**src/rtl/jk_cmd_seq.sv**
```systemverilog
// Command sequencer: queues (opcode, repeat) commands and drives J/K of a downstream
// JK flip-flop for len+1 cycles each, while tracking the flip-flop's predicted Q.
module jk_cmd_seq #(
    parameter int FIFO_DEPTH = 4,
    parameter int LEN_W      = 4
) (
    input  logic                          clk,
    input  logic                          n_rst,
    input  logic                          cmd_valid,
    output logic                          cmd_ready,
    input  logic [1:0]                    cmd_op,
    input  logic [LEN_W-1:0]              cmd_len,
    output logic                          J,
    output logic                          K,
    output logic                          busy,
    output logic                          q_model,
    output logic [$clog2(FIFO_DEPTH):0]   fifo_level
);

    localparam int AW    = $clog2(FIFO_DEPTH);
    localparam int LVL_W = AW + 1;

    localparam logic [0:0] ST_IDLE  = 1'b0;
    localparam logic [0:0] ST_ISSUE = 1'b1;

    localparam logic [1:0] OP_HOLD   = 2'b00;
    localparam logic [1:0] OP_RESET  = 2'b01;
    localparam logic [1:0] OP_SET    = 2'b10;
    localparam logic [1:0] OP_TOGGLE = 2'b11;

    localparam logic [LVL_W-1:0] LVL_FULL = LVL_W'(FIFO_DEPTH);
    localparam logic [LVL_W-1:0] LVL_ONE  = LVL_W'(1);
    localparam logic [AW-1:0]    PTR_ONE  = AW'(1);
    localparam logic [LEN_W-1:0] CNT_ONE  = LEN_W'(1);

    // Queue storage carries no reset; emptiness is defined by the level counter alone.
    logic [1:0]       op_mem_q  [FIFO_DEPTH];
    logic [LEN_W-1:0] len_mem_q [FIFO_DEPTH];

    logic [AW-1:0]    wr_ptr_q, wr_ptr_d;
    logic [AW-1:0]    rd_ptr_q, rd_ptr_d;
    logic [LVL_W-1:0] level_q,  level_d;
    logic [0:0]       state_q,  state_d;
    logic [1:0]       op_q,     op_d;
    logic [LEN_W-1:0] cnt_q,    cnt_d;
    logic             qm_q,     qm_d;

    logic push;
    logic pop;
    logic fifo_nempty;
    logic issue_last;

    function automatic logic jk_next(input logic q, input logic [1:0] op);
        logic r;
        case (op)
            OP_HOLD:   r = q;
            OP_RESET:  r = 1'b0;
            OP_SET:    r = 1'b1;
            default:   r = ~q;
        endcase
        return r;
    endfunction

    assign cmd_ready   = (level_q < LVL_FULL);
    assign push        = cmd_valid & cmd_ready;
    assign fifo_nempty = (level_q != '0);
    assign issue_last  = (state_q == ST_ISSUE) && (cnt_q == '0);
    assign pop         = fifo_nempty && ((state_q == ST_IDLE) || issue_last);

    always_comb begin
        wr_ptr_d = wr_ptr_q;
        rd_ptr_d = rd_ptr_q;
        level_d  = level_q;
        if (push) begin
            wr_ptr_d = wr_ptr_q + PTR_ONE;
        end
        if (pop) begin
            rd_ptr_d = rd_ptr_q + PTR_ONE;
        end
        case ({push, pop})
            2'b10:   level_d = level_q + LVL_ONE;
            2'b01:   level_d = level_q - LVL_ONE;
            default: level_d = level_q;
        endcase
    end

    // The final cycle of a command doubles as the load slot for the next one,
    // which is what keeps back-to-back commands free of idle gaps.
    always_comb begin
        state_d = state_q;
        op_d    = op_q;
        cnt_d   = cnt_q;
        qm_d    = qm_q;
        case (state_q)
            ST_IDLE: begin
                if (pop) begin
                    state_d = ST_ISSUE;
                    op_d    = op_mem_q[rd_ptr_q];
                    cnt_d   = len_mem_q[rd_ptr_q];
                end
            end
            default: begin
                qm_d = jk_next(qm_q, op_q);
                if (cnt_q != '0) begin
                    cnt_d = cnt_q - CNT_ONE;
                end else if (pop) begin
                    op_d  = op_mem_q[rd_ptr_q];
                    cnt_d = len_mem_q[rd_ptr_q];
                end else begin
                    state_d = ST_IDLE;
                end
            end
        endcase
    end

    always_ff @(posedge clk) begin
        if (push) begin
            op_mem_q[wr_ptr_q]  <= cmd_op;
            len_mem_q[wr_ptr_q] <= cmd_len;
        end
    end

    always_ff @(posedge clk or negedge n_rst) begin
        if (!n_rst) begin
            wr_ptr_q <= '0;
            rd_ptr_q <= '0;
            level_q  <= '0;
            state_q  <= ST_IDLE;
            op_q     <= OP_HOLD;
            cnt_q    <= '0;
            qm_q     <= 1'b0;
        end else begin
            wr_ptr_q <= wr_ptr_d;
            rd_ptr_q <= rd_ptr_d;
            level_q  <= level_d;
            state_q  <= state_d;
            op_q     <= op_d;
            cnt_q    <= cnt_d;
            qm_q     <= qm_d;
        end
    end

    // J/K come only from registers so upstream cmd_* timing never reaches the flip-flop.
    assign busy       = (state_q == ST_ISSUE);
    assign J          = busy & op_q[1];
    assign K          = busy & op_q[0];
    assign q_model    = qm_q;
    assign fifo_level = level_q;

endmodule

```
**config.mk**
```make
export PLATFORM = sky130hd
export DESIGN_NAME = jk_cmd_seq
export DESIGN_NICKNAME = d
export VERILOG_FILES = /design/src/rtl/jk_cmd_seq.sv
export SDC_FILE = /design/constraint.sdc
export NUM_CORES = 1
export LEC_CHECK = 0
export CORE_MARGIN = 2
export CORE_UTILIZATION = 59
export DETAILED_ROUTE_END_ITERATION = 6
export PLACE_DENSITY = 0.85
export SLEW_MARGIN = 20
export SYNTH_ARGS = -nofsm -noshare
export SYNTH_HDL_FRONTEND = slang
export SYNTH_SLANG_ARGS = --single-unit
```
**constraint.sdc**
```tcl
create_clock -name clk -period 4.5 [get_ports clk]
set_input_delay 1.125 -clock clk [delete_from_list [all_inputs] [get_ports clk]]
set_output_delay 1.125 -clock clk [all_outputs]
set_load 0.05 [all_outputs]
```
==> results of run 1 <==
## cell usage in the layout (no fill, tap or decap), types with 4 or more instances in the layout
cell type	instances
edfxtp_1	24
clkdlybuf4s50_1	16
dfrtp_1	15
inv_1	12
nand2_1	8
ha_1	8
and2_1	6
mux4_1	5
clkbuf_4	5
nor2_1	4
o21ai_0	4
mux2i_1	4
xnor2_1	4
## metal layers
metal  wire length (um)  part of all wire  global-route usage
met4                 13            0.0049              0.0877
met1               1120              0.42               0.219
met2               1410              0.53               0.295
met5                  0                 0                   0
met3                 96             0.036              0.0655
## worst max-delay path: cells and delay by family (launching register included)
kind                   cells  cell delay, ps
buffers and inverters      1             800
flip-flops                 1             610
AND/OR/NAND/NOR            1             200
## per-stage QoR
stage	setup WS [ps]	power (uW)
floorplan	2000	1020
global placement	1620	1130
detailed placement	1520	1170
CTS	1400	1350
global route	1330	1430
finish	1430	1340
## state kept, by name (all words and copies together) (netlist names)
| signal | flops |
|---|---|
| op_mem_q | 8 |
| op_q | 2 |
| q_model | 1 |
| fifo_level | 3 |
| rd_ptr_q | 2 |
| busy | 1 |
| wr_ptr_q | 2 |
| cnt_q | 4 |
| len_mem_q | 16 |
## cells by family (layout without fill, tap and decap cells)
family	after synthesis	after routing	synth area share
xor gates and xnor gates	6	6	0.0294
DFF	39	39	0.613
adders and majority gates	9	9	0.0672
muxes	11	11	0.117
AOI/OAI and AO/OA	12	12	0.0490
and+or+nand+nor	27	27	0.0854
buffers and inverters	16	36	0.0385
## layout make-up
cell class              count  area [um^2]
fillers                   208          782
inverters                  12         45.0
repair buffers             16          160
flip-flops and latches     39         1100
clock buffers               5         37.5
well taps                  31         38.8
clock inverters             3         23.8
multi-input cells          65          622
## path summary, 6_finish.rpt
path | from | endpoint | cells past startpoint
setup / recovery | busy | J | 2
hold / removal | cnt_q[2] | cnt_q[2] | 2
setup reg to reg | cnt_q[0] | fifo_level[2] | 10
hold reg to reg | cnt_q[2] | cnt_q[2] | 2
max in group asynchronous | n_rst | rd_ptr_q[0] | 1
min in group asynchronous | n_rst | cnt_q[2] | 1
## synth_stat cells, drive strengths merged
library cell  count  area, um^2
nand2            10        47.6
xnor2             4        35.0
mux4              6         154
mux2              1        15.0
clkbuf            2        7.51
xor2              2        17.5
nor3              1        10.0
o21ai             5        28.8
nand2b            2        12.5
or3b              1        11.3
a21o              1        7.51
a31oi             1        6.26
ha                8         100
inv              12        45.0
edfxtp           24         721
or3               2        12.5
nor2              4        15.0
buf               2        16.3
mux2i             4        40.0
a21oi             3        26.3
fa                1        20.0
o221a             1        11.3
o211ai            1        7.51
and2              6        37.5
dfrtp            15         375
nor2b             1        6.26
## power by group
group,switching [uW],internal [uW]
combinational,321,261
clock,122,62.5
sequential,87.1,482
==> summary.txt, run 1 <==
Placement
  – Placer Congestion: 0.808
  – DP HPWL: 1.92 mm
  – Placed inst area: 1960 um^2
  – Placed insts: 163
  – Port Buffer Count: 16

Timing
  – Minimum clock period after layout: 3070 ps
  – Setup TNS: 0 ps
  – Final max-slew violation count: 0
  – Fmax: 326 MHz
  – # setup viols final: 0
  – Worst slew margin: 0.534
  – RSZ-0062 raised after global routing: false
  – Fin. Hold Viols: 0
  – Final Skew: 6.67 ps
  – Hold slack: 573 ps
  – Worst-Margin Slew: 697 ps
  – Fin crit share: 0.682

Drt
  – Detailed-route wire length per cell: 15.4 um
  – Drt drc: 0
  – Vias per cell: 5.50
  – Post-Route WL: 2.63 mm
  – Final ANT Viol Nets: 0
  – TritonRoute pass-1 iters: 4
  – Starting DRT DRC Count: 39
  – Routed via count: 941

Floorplanning
  – Initial core utilization: 0.637
  – DIE WIDTH: 59.0 um
  – Row cnt: 19
  – Core ar.: 2810 um^2
  – Area of the die: 3480 um^2
  – I/O pins: 17
  – Chip Height: 59.0 um

Global routing
  – First-pass GRT wire length: 4.42 mm
  – Vias in the first global route: 994
  – Largest net degree at the start of global routing: 16
  – GRT overflow: 0
  – Antenna violations before repair: 0
  – Overall Global Routing Usage: 0.183

Run status
  – Status: completed

Run
  – Max-cap violations: 0

Min path
  – Worst hold path class: reg2reg

Power and ir drop
  – LEAKAGE: 0.000797 uW
  – Power per cell area: 660 nW/um^2
  – Peak supply drop: 0.356 mV

Worst setup path
  – CP Capture Type: output port
  – Crit-path max FO: 10
  – Arrival time at the worst endpoint: 1950 ps
  – Worst path required time: 3380 ps
  – Element type at the critical path start: flop
  – Worst stage delay on the critical path: 800 ps
  – Crit Path Category: reg2out
  – Crit-path cells: and2_1 > clkdlybuf4s50_1
  – Worst path slowest cell: clkdlybuf4s50_1
  – R2R Setup Slk: 1990 ps

Synth
  – Synthesized cell area: 1790 um^2
  – Flops & latches, synth: 39
  – Post-synthesis sequential area ratio: 0.613
  – Mean cell area of the mapped netlist: 14.9 um^2
  – Syn Inst Count: 120
  – Yosys warnings: 0
  – Yosys cell types: 32
  – Post-Syn Nets: 138

Clock network
  – Max H-tree Level: 2
  – Hold_buf cts: 0
  – Number of gates given a new drive strength after cts: 0
  – Setup Fix Bufs, Post-CTS: 0
  – Clock latency on the worst-skew pair: 340 ps
  – Max Buffers Root-to-Sink: 2
  – Clock-pin slew on the worst setup and hold paths: 130 ps
  – CTS Sinks: 39
  – CTS Buf Count: 5
  – Clk root buf: clkbuf_4
  – CTS tree: built

Layout
  – Final #Nets: 157
  – N_diodes: 0
  – Utilization after layout: 0.721
  – Share of cells above drive strength 1: 0.121
  – Layout Cell Area excl Fill: 2020 um^2
  – Area Overhead vs Synth: 13.2%
  – Non-filler instance count after layout: 171
(Power assumes the default switching activity.)
==> inputs of run 2 (changes only) <==
--- a/config.mk
+++ b/config.mk
@@ -6,9 +6,9 @@
 export NUM_CORES = 1
 export LEC_CHECK = 0
 export CORE_MARGIN = 2
-export CORE_UTILIZATION = 59
+export CORE_UTILIZATION = 50
 export DETAILED_ROUTE_END_ITERATION = 6
-export PLACE_DENSITY = 0.85
+export PLACE_DENSITY = 0.77
 export SLEW_MARGIN = 20
 export SYNTH_ARGS = -nofsm -noshare
 export SYNTH_HDL_FRONTEND = slang
==> constraint.sdc (replaced) <==
create_clock -name clk -period 2.8 [get_ports clk]
set_input_delay 0.7 -clock clk [delete_from_list [all_inputs] [get_ports clk]]
set_output_delay 0.7 -clock clk [all_outputs]
set_load 0.05 [all_outputs]
==> summary.txt, run 2 (synthesis gave the netlist of run 1 again) <==
Power and ir drop
  – Power per cell area: 1050 nW/um^2 (was 660 nW/um^2)
  – Switch Pwr: 846 uW (was 531 uW)
  – LEAKAGE: 0.000803 uW (was 0.000797 uW)
  – Part of the power in the clock network: 0.131 (was 0.138)
  – Sequential fraction of design power: 0.428 (was 0.426)
  – Gate power share: 0.441 (was 0.436)
  – Pint: 1290 uW (was 805 uW)
  – Switching power share of the total: 0.395 (was 0.397)
  – Peak supply drop: 0.508 mV (was 0.356 mV)

Floorplanning
  – Core ar.: 3390 um^2 (was 2810 um^2)
  – Initial core utilization: 0.527 (was 0.637)
  – Row cnt: 21 (was 19)
  – Chip Height: 63.8 um (was 59.0 um)
  – DIE WIDTH: 63.8 um (was 59.0 um)
  – I/O pins: 17 (unchanged)
  – Area of the die: 4070 um^2 (was 3480 um^2)

Worst setup path
  – Crit Path Category: reg2out (unchanged)
  – R2R Setup Slk: 310 ps (was 1990 ps)
  – Cell family with most CP delay: buffers and inverters (unchanged)
  – Element type at the critical path start: flop (unchanged)
  – Arrival time at the worst endpoint: 1960 ps (was 1950 ps)
  – Worst path slowest cell: clkdlybuf4s50_1 (unchanged)
  – Crit Reg-Reg Endpoint: fifo_level[2] (unchanged)
  – Buf+Inv Stages, Crit Path: 1 (unchanged)
  – Reg2reg path depth: 10 (unchanged)
  – Crit-path max FO: 10 (unchanged)
  – Critical path launch point: busy (unchanged)
  – Reg-to-Reg Start: cnt_q[0] (unchanged)
  – Worst path depth: 2 (unchanged)
  – CP endpoint: J (unchanged)
  – Worst stage delay on the critical path: 800 ps (about the same)
  – CP Capture Type: output port (unchanged)
  – Crit-path cells: and2_1 > clkdlybuf4s50_1 (unchanged)
  – Worst path required time: 2100 ps (was 3380 ps)

Timing
  – Final Skew: 6.65 ps (was 6.67 ps)
  – Worst slew margin: 0.528 (was 0.534)
  – Hold slack: 580 ps (was 573 ps)
  – Setup WS post-layout: 138 ps (was 1430 ps)
  – Minimum clock period after layout: 2660 ps
  – Worst-Margin Slew: 706 ps (was 697 ps)
  – Fin. Hold Viols: 0 (unchanged)
  – Fmax: 376 MHz
  – Final max-slew violation count: 0 (unchanged)
  – Setup TNS: 0 ps (unchanged)
  – RSZ-0062 raised after global routing: false (unchanged)
  – Fin crit share: 0.951
  – # setup viols final: 0 (unchanged)

Clock network
  – Hold_buf cts: 0 (unchanged)
  – Clock-pin slew on the worst setup and hold paths: 110 ps (was 130 ps)
  – CTS Buf Count: 5 (unchanged)
  – Setup Fix Bufs, Post-CTS: 0 (unchanged)
  – CTS tree: built (unchanged)
  – CTS Sinks: 39 (unchanged)
  – Max Buffers Root-to-Sink: 2 (unchanged)
  – Number of gates given a new drive strength after cts: 0 (unchanged)
  – Clk root buf: clkbuf_4 (unchanged)
  – Clock latency on the worst-skew pair: 350 ps (was 340 ps)
  – Max H-tree Level: 2 (unchanged)

Global routing
  – Largest net degree at the start of global routing: 16 (unchanged)
  – Vias in the first global route: 1016 (was 994)
  – Antenna violations before repair: 0 (unchanged)
  – First-pass GRT wire length: 4.68 mm (was 4.42 mm)
  – Overall Global Routing Usage: 0.158 (was 0.183)
  – GRT overflow: 0 (unchanged)

Drt
  – Detailed-route wire length per cell: 14.6 um (was 15.4 um)
  – Final ANT Viol Nets: 0 (unchanged)
  – Drt drc: 0 (unchanged)
  – TritonRoute pass-1 iters: 4 (unchanged)
  – Vias per cell: 5.25 (was 5.50)
  – Routed via count: 981 (was 941)
  – Post-Route WL: 2.72 mm (was 2.63 mm)
  – Starting DRT DRC Count: 24 (was 39)

Layout
  – Area Overhead vs Synth: 14.5% (was 13.2%)
  – Most common cell after layout, fill and taps aside: edfxtp_1 (unchanged)
  – Reg with most FFs: len_mem_q (unchanged)
  – Largest register FFs: 16 (unchanged)
  – Non-filler instance count after layout: 187 (was 171)
  – Largest registers: len_mem_q: 16 flops, op_mem_q: 8 flops, cnt_q: 4 flops (unchanged)
  – Commonest cells after routing, fill and taps aside: 24 x edfxtp_1, 16 x clkdlybuf4s50_1, 15 x dfrtp_1 (unchanged)
  – Share of cells above drive strength 1: 0.121 (about the same)
  – N_diodes: 0 (unchanged)
  – Layout Cell Area excl Fill: 2050 um^2 (was 2020 um^2)
  – Final #Nets: 158 (was 157)

Placement
  – Placed inst area: 1990 um^2 (was 1960 um^2)
  – Placed insts: 179 (was 163)
  – Placer Congestion: 0.768 (was 0.808)
  – DP HPWL: 2.00 mm (was 1.92 mm)
  – Port Buffer Count: 16 (unchanged)
  – Pre-CTS WS: 309 ps (was 1520 ps)

Run
  – Max-cap violations: 0 (unchanged)

Min path
  – Worst hold path class: reg2reg (unchanged)

Run status
  – Status: completed (unchanged)
-- run 2: cell types whose count changed in the layout (fill, tap and decap cells not counted), sizes merged --
cell	change
clkinvlp	-1
buf	+1
inv	-1
clkinv	+2
-- run 2: worst min-delay path by stage --
stage	cells past startpoint	endpoint	from
6_report	1	fifo_level[0]	fifo_level[0]
5_1_grt	2	cnt_q[2]	cnt_q[2]
4_1_cts	2	cnt_q[2]	cnt_q[2]
3_5_place_dp	2	cnt_q[2]	cnt_q[2]
3_3_place_gp	2	cnt_q[2]	cnt_q[2]
2_1_floorplan	0	busy	n_rst
-- run 2: final cells by class --
cell class / count / area, um^2
inverter: 12 / 45.0
timing repair buffer: 17 / 168
clock inverter: 3 / 20.0
tap: 46 / 57.6
clock buffer: 5 / 37.5
multi-input combinational: 65 / 622
sequential: 39 / 1100
fill: 258 / 1340
-- run 2: power groups by stage --
stage,sequential (uW),clock (uW),combinational (uW)
final,916,281,944
after global routing,939,317,1030
after CTS,918,289,958
after detailed placement,929,0,954
after global placement,916,0,916
after floorplan,969,0,665
-- run 2: per-stage QoR --
stage                     total power (uW)   util
after floorplan                       1630      -
after global placement                1830  0.587
after detailed placement              1880  0.587
after CTS                             2170  0.604
after global routing                  2290  0.604
final                                 2140  0.604
-- run 2: routing by layer --
metal / share of wire / wire length [um] / GRT usage / vias up
li1: - / - / - / 468
met1: 0.44 / 1190 / 0.182 / 489
met2: 0.50 / 1360 / 0.258 / 18
met3: 0.043 / 116 / 0.0634 / 6
met4: 0.021 / 58 / 0.0734 / 0
met5: 0 / 0 / 0 / -
==> inputs of run 3 (changes only) <==
--- a/config.mk
+++ b/config.mk
@@ -6,9 +6,10 @@
 export NUM_CORES = 1
 export LEC_CHECK = 0
 export CORE_MARGIN = 2
-export CORE_UTILIZATION = 50
+export CORE_UTILIZATION = 56
 export DETAILED_ROUTE_END_ITERATION = 6
-export PLACE_DENSITY = 0.77
+export PLACE_DENSITY = 0.81
+export SKIP_CTS_REPAIR_TIMING = 1
 export SLEW_MARGIN = 20
 export SYNTH_ARGS = -nofsm -noshare
 export SYNTH_HDL_FRONTEND = slang
==> constraint.sdc (replaced) <==
create_clock -name clk -period 2.55 [get_ports clk]
set_input_delay 0.6375 -clock clk [delete_from_list [all_inputs] [get_ports clk]]
set_output_delay 0.6375 -clock clk [all_outputs]
set_load 0.05 [all_outputs]
==> summary.txt, run 3 (synthesis gave the netlist of run 1 again) <==
Layout
  – Reg with most FFs: len_mem_q (unchanged)
  – Utilization after layout: 0.675 (was 0.604)
  – Largest registers: len_mem_q: 16 flops, op_mem_q: 8 flops, cnt_q: 4 flops (unchanged)
  – Largest register FFs: 16 (unchanged)
  – Final #Nets: 160 (was 158)
  – Commonest cells after routing, fill and taps aside: 24 x edfxtp_1, 16 x clkdlybuf4s50_1, 15 x dfrtp_1 (unchanged)
  – FILL cells: 231 (was 258)
  – Most common cell after layout, fill and taps aside: edfxtp_1 (unchanged)
  – Non-filler instance count after layout: 187 (unchanged)
  – Share of cells above drive strength 1: 0.140 (was 0.121)
  – Area Overhead vs Synth: 15.4% (was 14.5%)
  – N_diodes: 0 (unchanged)

Drt
  – Post-Route WL: 2.90 mm (was 2.72 mm)
  – Vias per cell: 5.33 (was 5.25)
  – Detailed-route wire length per cell: 15.5 um (was 14.6 um)
  – M1 WL: 1.23 mm (was 1.19 mm)
  – DR top layer: met4 (unchanged)
  – Metal2 WL: 1.54 mm (was 1.36 mm)
  – TritonRoute pass-1 iters: 4 (unchanged)
  – Met3 wire len: 105 um (was 116 um)
  – Final ANT Viol Nets: 0 (unchanged)
  – Drt drc: 0 (unchanged)
  – Starting DRT DRC Count: 85 (was 24)
  – Routed via count: 996 (was 981)

Floorplanning
  – Row cnt: 20 (was 21)
  – Core ar.: 3050 um^2 (was 3390 um^2)
  – Initial core utilization: 0.585 (was 0.527)
  – Chip Height: 60.5 um (was 63.8 um)
  – Area of the die: 3660 um^2 (was 4070 um^2)
  – DIE WIDTH: 60.5 um (was 63.8 um)
  – I/O pins: 17 (unchanged)

Worst setup path
  – Worst path slowest cell: clkdlybuf4s50_1 (unchanged)
  – Cell family with most CP delay: buffers and inverters (unchanged)
  – R2R Setup Slk: 150 ps (was 310 ps)
  – Worst path required time: 1910 ps (was 2100 ps)
  – Worst stage delay on the critical path: 800 ps (about the same)
  – Crit-path max FO: 7 (was 10)
  – Arrival time at the worst endpoint: 1810 ps (was 1960 ps)
  – Crit-path cells: buf_4 > clkdlybuf4s50_1 (was and2_1 > clkdlybuf4s50_1)
  – CP Capture Type: output port (unchanged)
  – Buf+Inv Stages, Crit Path: 2 (was 1)
  – Crit Path Category: reg2out (unchanged)
  – Element type at the critical path start: flop (unchanged)

Power and ir drop
  – Sequential fraction of design power: 0.420 (was 0.428)
  – Power per cell area: 1160 nW/um^2 (was 1050 nW/um^2)
  – Switching power share of the total: 0.400 (was 0.395)
  – Part of the power in the clock network: 0.136 (was 0.131)
  – Gate power share: 0.444 (was 0.441)
  – Pwr Total: 2390 uW (was 2140 uW)
  – Switch Pwr: 956 uW (was 846 uW)
  – Peak supply drop: 0.539 mV (was 0.508 mV)
  – LEAKAGE: 0.000812 uW (was 0.000803 uW)
  – Pint: 1440 uW (was 1290 uW)

Timing
  – Worst slew margin: 0.530 (was 0.528)
  – # setup viols final: 0 (unchanged)
  – Fmax: 409 MHz
  – Setup TNS: 0 ps (unchanged)
  – Fin. Hold Viols: 0 (unchanged)
  – Fin crit share: 0.959
  – Worst-Margin Slew: 703 ps (was 706 ps)
  – RSZ-0062 raised after global routing: false (unchanged)
  – Final max-slew violation count: 0 (unchanged)
  – Final Skew: 13.2 ps (was 6.65 ps)
  – Minimum clock period after layout: 2450 ps

Global routing
  – Antenna violations before repair: 0 (unchanged)
  – Vias in the first global route: 1034 (was 1016)
  – First-pass GRT wire length: 5.01 mm (was 4.68 mm)
  – Largest net degree at the start of global routing: 16 (unchanged)
  – GRT overflow: 0 (unchanged)
  – Overall Global Routing Usage: 0.197 (was 0.158)

Placement
  – Placed insts: 179 (unchanged)
  – Port Buffer Count: 16 (unchanged)
  – Placer Congestion: 0.867 (was 0.768)
  – DP HPWL: 2.14 mm (was 2.00 mm)

Clock network
  – Max H-tree Level: 2 (unchanged)
  – Max Buffers Root-to-Sink: 2 (unchanged)
  – Clk root buf: clkbuf_4 (unchanged)
  – CTS tree: built (unchanged)
  – Clock latency on the worst-skew pair: 350 ps (about the same)
  – Clock-pin slew on the worst setup and hold paths: 130 ps (was 110 ps)
  – CTS Buf Count: 5 (unchanged)
  – CTS Sinks: 39 (unchanged)

Run status
  – Status: completed (unchanged)

Min path
  – Worst hold path class: reg2reg (unchanged)

Run
  – Max-cap violations: 0 (unchanged)
run 3: final timing paths:
check	startpoint	endpoint	cells after the start
setup / recovery	busy	busy	2
hold / removal	fifo_level[0]	fifo_level[0]	1
setup reg to reg	cnt_q[1]	fifo_level[2]	10
hold reg to reg	fifo_level[0]	fifo_level[0]	1
max in group asynchronous	n_rst	wr_ptr_q[0]	1
min in group asynchronous	n_rst	fifo_level[0]	1
run 3: worst register-to-register path, stage by stage (launching register included):
cell     delay (ps)
dfrtp_1         420
inv_1            80
ha_1            180
or3b_4          420
a21oi_4         170
ha_1            190
inv_1            60
fa_1            370
xor2_1          150
nor2_1          130
xnor2_1         140
run 3: power by group through the flow:
stage / clock (uW) / sequential, uW / combinational, uW
CTS: 337 / 1010 / 1070
floorplan: 0 / 1060 / 730
finish: 324 / 1010 / 1060
global route: 361 / 1030 / 1170
detailed placement: 0 / 1020 / 1070
global placement: 0 / 1010 / 1000
run 3: cell type report:
type	count	area (um^2)	share of cell area
Timing Repair Buffer	19	183	0.0886
Sequential cell	39	1100	0.532
Tap cell	44	55.1	0.0267
Inverter	12	45.0	0.0218
Clock buffer	5	37.5	0.0182
Clock inverter	3	23.8	0.0115
Multi-Input combinational cell	65	622	0.302
run 3: routing by layer:
| layer | vias to the layer above | global-route usage |
|---|---|---|
| li1 | 466 | - |
| met5 | - | 0 |
| met3 | 2 | 0.0682 |
| met4 | 0 | 0.0745 |
| met1 | 506 | 0.244 |
| met2 | 22 | 0.323 |
run 3: metrics by stage:
step	worst slack, ps	cell area (um^2)	hold slack, ps
floorplan	231	1790	342
global placement	303	2000	537
detailed placement	170	2000	551
CTS	77.4	2060	576
global route	12.2	2060	608
finish	105	2060	578
